===== src/rtl/hc02_tb_pkg.sv =====
// Shared types and helpers for the HC02 quad-NOR vector tester.
package hc02_tb_pkg;

  localparam int VEC_COUNT = 256;

  typedef enum logic [1:0] {
    IDLE  = 2'd0,
    DRIVE = 2'd1,
    CHECK = 2'd2,
    FIN   = 2'd3
  } state_e;

  // Expected device response for one stimulus vector.
  function automatic logic [3:0] nor4(input logic [3:0] a, input logic [3:0] b);
    return ~(a | b);
  endfunction

endpackage


===== src/rtl/hc02_vector_tester_sync2.sv =====
// Two-flop synchroniser bringing the device's Y response into the clk domain.
module sync2 #(
  parameter int W = 4
) (
  input  logic         clk,
  input  logic         rst_n,
  input  logic [W-1:0] d,
  output logic [W-1:0] q
);

  logic [W-1:0] r_meta;
  logic [W-1:0] r_sync;

  // NOTE: sequential state uses non-blocking assignments so every flop samples pre-edge values.
  always_ff @(posedge clk or negedge rst_n) begin
    if (!rst_n) begin
      r_meta <= '0;
      r_sync <= '0;
    end else begin
      r_meta <= d;
      r_sync <= r_meta;
    end
  end

  assign q = r_sync;

endmodule


===== src/rtl/hc02_vector_tester.sv =====
// Exhaustive 256-vector stimulus/check engine for a quad 2-input NOR device.
// Optional build macro HC02_STOP_ON_FAIL_EN: halt and freeze A/B on the first mismatch.
module hc02_vector_tester
  import hc02_tb_pkg::*;
#(
  parameter int SETTLE_CYCLES = 4,
  parameter int ERR_W         = 9
) (
  input  logic             clk,
  input  logic             rst_n,
  input  logic             start,
  output logic [3:0]       a_out,
  output logic [3:0]       b_out,
  input  logic [3:0]       y_in,
  output logic             busy,
  output logic             done,
  output logic             pass,
  output logic [ERR_W-1:0] err_cnt,
  output logic [7:0]       fail_vec
);

  localparam logic [7:0]       SETTLE_LAST = 8'(SETTLE_CYCLES - 1);
  localparam logic [7:0]       IDX_LAST    = 8'(VEC_COUNT - 1);
  localparam logic [ERR_W-1:0] ERR_MAX     = {ERR_W{1'b1}};

  state_e           r_state;
  logic [7:0]       r_idx;
  logic [7:0]       r_cnt;
  logic             r_busy;
  logic             r_done;
  logic             r_pass;
  logic [ERR_W-1:0] r_err;
  logic [7:0]       r_fail_vec;
  logic             r_first_seen;

  logic [3:0] w_y_s;
  logic       w_mismatch;
  logic       w_stop;
  logic       w_hold;

  sync2 #(.W(4)) u_sync (
    .clk   (clk),
    .rst_n (rst_n),
    .d     (y_in),
    .q     (w_y_s)
  );

  assign w_mismatch = (w_y_s != nor4(r_idx[3:0], r_idx[7:4]));

`ifdef HC02_STOP_ON_FAIL_EN
  assign w_stop = w_mismatch;
  assign w_hold = r_first_seen;
`else
  assign w_stop = 1'b0;
  assign w_hold = 1'b0;
`endif

  always_ff @(posedge clk or negedge rst_n) begin
    if (!rst_n) begin
      r_state      <= IDLE;
      r_idx        <= '0;
      r_cnt        <= '0;
      r_busy       <= 1'b0;
      r_done       <= 1'b0;
      r_pass       <= 1'b0;
      r_err        <= '0;
      r_fail_vec   <= '0;
      r_first_seen <= 1'b0;
    end else begin
      case (r_state)
        IDLE: begin
          if (start) begin
            r_idx        <= '0;
            r_cnt        <= '0;
            r_err        <= '0;
            r_fail_vec   <= '0;
            r_first_seen <= 1'b0;
            r_done       <= 1'b0;
            r_pass       <= 1'b0;
            r_busy       <= 1'b1;
            r_state      <= DRIVE;
          end
        end
        DRIVE: begin
          r_cnt <= r_cnt + 8'd1;
          if (r_cnt == SETTLE_LAST) r_state <= CHECK;
        end
        CHECK: begin
          if (w_mismatch) begin
            if (r_err != ERR_MAX) r_err <= r_err + 1'b1;
            // The sticky flag, not fail_vec==0, marks that a failure was captured.
            if (!r_first_seen) begin
              r_first_seen <= 1'b1;
              r_fail_vec   <= r_idx;
            end
          end
          if (w_stop || r_idx == IDX_LAST) begin
            r_state <= FIN;
          end else begin
            r_idx   <= r_idx + 8'd1;
            r_cnt   <= '0;
            r_state <= DRIVE;
          end
        end
        FIN: begin
          r_busy  <= 1'b0;
          r_done  <= 1'b1;
          r_pass  <= (r_err == '0);
          r_idx   <= w_hold ? r_idx : 8'd0;
          r_state <= IDLE;
        end
        default: r_state <= IDLE;
      endcase
    end
  end

  assign a_out    = r_idx[3:0];
  assign b_out    = r_idx[7:4];
  assign busy     = r_busy;
  assign done     = r_done;
  assign pass     = r_pass;
  assign err_cnt  = r_err;
  assign fail_vec = r_fail_vec;

endmodule

===== config.mk =====
export PLATFORM = sky130hd
export DESIGN_NAME = hc02_vector_tester
export DESIGN_NICKNAME = d
export VERILOG_FILES = /design/src/rtl/hc02_tb_pkg.sv /design/src/rtl/hc02_vector_tester_sync2.sv /design/src/rtl/hc02_vector_tester.sv
export SDC_FILE = /design/constraint.sdc
export NUM_CORES = 1
export LEC_CHECK = 0
export ABC_AREA = 1
export CAP_MARGIN = 20
export CELL_PAD_IN_SITES_DETAIL_PLACEMENT = 2
export CELL_PAD_IN_SITES_GLOBAL_PLACEMENT = 2
export CORE_AREA = 2 2 74 112
export DETAILED_ROUTE_END_ITERATION = 12
export DIE_AREA = 0 0 76 114
export PLACE_DENSITY = 0.87
export SKIP_CTS_REPAIR_TIMING = 1
export SYNTH_ARGS = -nofsm -noshare
export SYNTH_HDL_FRONTEND = slang
export SYNTH_SLANG_ARGS = --single-unit

===== constraint.sdc =====
create_clock -name clk -period 2.8 [get_ports clk]
set_clock_uncertainty 0.2 [all_clocks]
set_input_delay 0.56 -clock clk [delete_from_list [all_inputs] [get_ports clk]]
set_output_delay 0.56 -clock clk [all_outputs]
set_load 0.02 [all_outputs]

=== Word-level counts from Yosys, hierarchy flattened ===
Index checks and enable logic that the tools add are counted.

* Register bits: 47
* Bits in latches: 0
* Bits in writable memories: 0
* Memory bits (read-only): 0
* Input port bits: 7
* Output and inout bits: 28
* Word-level logic and storage cells: 65
* Memories kept: 0

* Add/sub/neg operators: 3
* $mul: 0
* Divide/modulo/power cells: 0
* $lt $le $gt $ge: 0
* Eq/ne operators: 13
* Shift operators: 0
* Multiplexer cells: 23
* Bitwise logic cells: 2
* Reductions and logical operators: 13

{| class="wikitable"
|+ Operators by type and width
! kind !! count
|-
| one-hot mux 8 bit (3 select lines) || 2
|-
| 2-to-1 mux 8 bit || 5
|-
| 2-to-1 mux 9 bit || 3
|-
| one-hot mux 9 bit (2 select lines) || 1
|-
| adder 8 x 1 -> 8 bit (second input constant) || 2
|-
| one-hot mux 8 bit (2 select lines) || 1
|-
| != test 2 bit (second input constant) || 6
|-
| adder 9 x 1 -> 9 bit (second input constant) || 1
|-
| logical NOT 9 bit || 1
|-
| != test 9 bit (second input constant) || 1
|-
| AND reduction 3 bit || 3
|-
| == test 8 x 2 -> 1 bit (second input constant) || 1
|-
| == test 8 bit (second input constant) || 1
|-
| one-hot mux 1 bit (2 select lines) || 4
|-
| one-hot mux 2 bit (4 select lines) || 1
|-
| AND reduction 4 bit || 2
|-
| 2-to-1 mux 2 bit || 3
|-
| nonzero test 3 bit || 2
|-
| == test 2 bit (second input constant) || 2
|-
| != test 4 bit || 1
|-
| NOT 4 bit || 1
|-
| bitwise OR 4 bit || 1
|-
| AND reduction 2 bit || 2
|-
| nonzero test 2 bit || 2
|-
| other kinds (3) || 5
|}

=== Depth between registers and ports, before layout ===
* Depth after elaboration: 5
* Mapped depth: 11
* Gate-level depth less buffers: 10

=== Modules after synthesis ===
Synthesis repeated with hierarchy kept, for this count alone.

* Cells, all modules: 297
* Area, all modules: 2426.1 um^2

{| class="wikitable"
|+ Modules (own cells, without submodules)
! module !! times used !! cells each !! area an instance (um^2) !! sequential area each (um^2)
|-
| hc02_vector_tester || 1 || 289 || 2225.9 || 975.9
|-
| sync2 || 1 || 8 || 200.2 || 200.2
|}

=== Worst setup path after synthesis ===
Ideal clock, no wire load.

* Kind: reg-to-reg
* Start: register r_err[0] (netlist: err_cnt[0])
* End: register r_err[7] (netlist: err_cnt[7])
* Setup time: 0.121 ns
* Arrival: 1.770 ns
* Required time: 2.479 ns
* Setup slack: 0.709 ns
* Cell stages (with the launch flop): 12
* Buffers on the path: 1
* Clock period less this slack: 2.091 ns
* Path through: dfrtp_1 -> ha_1 -> nand2_1 -> nor2_1 -> nand3_1 -> nor2_1 -> ha_1 -> o21ai_0 -> nand2_4 -> buf_6 -> nand2_1 -> o21ai_1

* Cells in the longest elaborated chain, start to end: 4
* Elaborated cells between the ends (all ways): 7
* Those cells by class: add/sub (1); eq/ne (2); mux (3); reduce/logical (1)

{| class="wikitable"
|+ RTL lines
! what !! line !! source
|-
| from (decl) || hc02_vector_tester.sv:32 || <nowiki>logic [ERR_W-1:0] r_err;</nowiki>
|-
| from (signal assigned) || hc02_vector_tester.sv:90 || <nowiki>if (r_err != ERR_MAX) r_err <= r_err + 1'b1;</nowiki>
|-
| adder 9 x 1 -> 9 bit || hc02_vector_tester.sv:90 ||
|-
| 2-to-1 mux 9 bit || hc02_vector_tester.sv:90 ||
|-
| 2-to-1 mux 9 bit || hc02_vector_tester.sv:89 || <nowiki>if (w_mismatch) begin</nowiki>
|-
| one-hot mux 9 bit (2 select lines) || hc02_vector_tester.sv:70 || <nowiki>case (r_state)</nowiki>
|}

Several ways; a longest one is shown, not always the timed one. The select of a mux whose other input is x is not followed.
A chain may end at the register's enable or synchronous reset.

=== Worst setup path after layout ===
* Start: register r_idx[5]
* End: output b_out[1]

{| class="wikitable"
|+ RTL lines
! what !! line !! source
|-
| from (decl) || hc02_vector_tester.sv:27 || <nowiki>logic [7:0] r_idx;</nowiki>
|-
| from (signal assigned) || hc02_vector_tester.sv:100 || <nowiki>r_idx <= r_idx + 8'd1;</nowiki>
|-
| from (signal assigned) || hc02_vector_tester.sv:109 || <nowiki>r_idx <= w_hold ? r_idx : 8'd0;</nowiki>
|-
| to (decl) || hc02_vector_tester.sv:13 || <nowiki>output logic [3:0] b_out,</nowiki>
|}

No word-level cell between the ends.

==> impl_metrics.tcl <==
set metrics [dict create \
    outcome "finished clean" \
    finalWorstSetupSlack_ns 0.547 \
    die_w_um 76 \
    pin_count 35 \
    cp_max_fo 9 \
    io_buffer_count 34 \
    tightestPinTransition_ns 0.710 \
    clock_latency_ns 0.29 \
    max_slew_margin 0.527 \
    first_pass_iters 4 \
    antenna_found_initial 0 \
    hold_path.class "register to register" \
    cp-start-kind "register" \
    max_stage_delay_ns 0.67 \
    cts_root_buf "clkbuf_16" \
    rows 40 \
    p_per_area_mw_per_mm2 614 \
    cts_buffers 5 \
    synth_top_area_share 0.505 \
    vias_per_cell 4.90 \
    ant_nets 0 \
    busiest_layer "met2" \
    r2r_slack_ns 0.59 \
    netlist_instances 288 \
    place_hpwl_mm 4.73 \
    initialDrtViolationCount 95 \
    synth_ff_type "dfrtp_1" \
    cts_max_path_buffers 2 \
    core_area_mm2 0.00776 \
    max_freq_mhz 444 \
    avgSynthCellArea_um2 8.08 \
    grt_pass1_vias 2340 \
    yosys_warnings 0 \
    start_util 0.300 \
    post-place-ws_ns 0.408 \
    synth_commonest_cells "nand2_1, dfrtp_1, inv_1" \
    tritoncts "done" \
    tns_ns 0 \
    area_growth_pct 26.9 \
    wire_per_inst_um 15.7 \
    die-area_mm2 0.00866 \
    use_met3 0.0269 \
    met1_usage 0.179 \
    slew_violations 0 \
    ys_async_sr_fraction 1.00 \
    yosysTopAreaCell "dfrtp_1" \
    h-tree-depth 2 \
    drive_gt1_frac 0.0677 \
    clk_pin_slew_ns 0.07 \
    drt_wl_total_mm 6.73 \
    overflow 0 \
    ir_drop_mv 0.334 \
    timing.final.crit_period_ns 2.25 \
    crit_path_cell_trace "clkdlybuf4s50_1" \
    place.gp.congestion 0.797 \
    hold_violations 0 \
    fin_util 0.381 \
    synth_edf_count 0 \
    p_leak_nw 1.35 \
    ys_seq_area_frac 0.505 \
    drc 0 \
    vias 2105 \
    path_buf_inv 1 \
    grt_pass1_wl_mm 11.4 \
    fillers 880 \
    yosysMostFrequentCell "nand2_1" \
    grtUsageTotal 0.166 \
    die_h_um 114 \
    diodes 0 \
    crit_family "buffers and inverters" \
    post-route-period-util 0.805 \
    cts.sinks 47 \
    max_cap_violations 0 \
    ys_ff_latch 47 \
    syn_area_mm2 0.00233 \
    nets 336 \
    grt_max_degree 48 \
    critPathSlowestCell "clkdlybuf4s50_1" \
    setup_viol 0 \
    critPathKind "register to output port" \
    dp_cells 422 \
    synth_area_leaders "dfrtp_1, nand2_1, nand3_1" \
    fin_cells 430 \
    critPathCaptureType "output port" \
    use_met2 0.315 \
    rsz0062_at_grt "false" \
    critPathArrivalTime_ns 1.49 \
    cp.required_ns 2.04 \
    syn-num-nets 300 \
    synth.distinct_cells 28 \
]
## state kept, by name, summed over array words and instances (netlist names)
name / flops
busy: 1
done: 1
err_cnt: 9
fail_vec: 8
pass: 1
r_cnt: 8
r_first_seen: 1
r_idx: 8
r_state: 2
u_sync.q: 4
u_sync.r_meta: 4
## cells by family (layout without fill, tap and decap cells)
family          count (synthesis)  in the layout  share of synthesized area
flops                          47             47                      0.505
xor+xnor                        2              2                    0.00753
simple gates                  159            159                      0.309
compound gates                 38             38                     0.0844
fa+ha+maj                       5              5                     0.0269
buf+inv                        37             74                     0.0672
## through the flow
stage | area [µm²] | hold slack [ns] | total power, mW
6_report | 2950 | 0.154 | 1.81
2_1_floorplan | 2330 | 0.0644 | 0.917
3_5_place_dp | 2770 | 0.144 | 1.06
4_1_cts | 2950 | 0.159 | 1.84
5_1_grt | 2950 | 0.164 | 1.90
3_3_place_gp | 2770 | 0.137 | 1.05
## metal layers
layer  up-vias  wire [µm]
met5         -          0
li1       1012          -
met1      1046       2690
met3        12        154
met2        35       3700
met4         0        195
## where the power goes
group | total [mW] | switching (mW) | leakage, nW | internal [mW]
Clock | 0.770 | 0.257 | 0.0911 | 0.512
Combinational | 0.268 | 0.150 | 0.685 | 0.118
Sequential | 0.776 | 0.0521 | 0.578 | 0.724
## layout by cell type, fill, tap and decap left out, types with 2 or more instances in the layout
cell and n:
nand3_2 2, nand3_1 26, a21oi_1 3, or2_2 4, nand4_1 13, nor2_1 20, buf_4 2, o21ai_1 9
nor3_1 3, dfrtp_1 47, o21ai_0 24, clkdlybuf4s50_1 33, inv_1 28, nand2_1 86, inv_2 2, bufinv_16 2
ha_1 5, clkbuf_16 5
## worst paths after layout
| kind | startpoint | to | cells past startpoint |
|---|---|---|---|
| worst min register to register | u_sync.r_meta[3]$_DFF_PN0_ | u_sync.q[3]$_DFF_PN0_ | 0 |
| min in group asynchronous | rst_n | r_cnt[1]$_DFFE_PN0P_ | 2 |
| max in group asynchronous | rst_n | err_cnt[1]$_DFFE_PN0P_ | 2 |
| worst max-delay path | r_idx[5]$_DFFE_PN0P_ | b_out[1] | 1 |
| worst max register to register | r_idx[1]$_DFFE_PN0P_ | r_idx[4]$_DFFE_PN0P_ | 7 |
| worst min-delay path | u_sync.r_meta[3]$_DFF_PN0_ | u_sync.q[3]$_DFF_PN0_ | 0 |
## cell type report
cell class,count,area (µm²),area share
Multi-Input combinational cell,204,995,0.337
Inverter,30,113,0.0381
Clock buffer,6,129,0.0436
Clock inverter,2,60.1,0.0203
Sequential cell,47,1180,0.398
Timing Repair Buffer,36,350,0.119
Tap cell,105,131,0.0445
No activity file was read; power rests on OpenSTA's default activity.
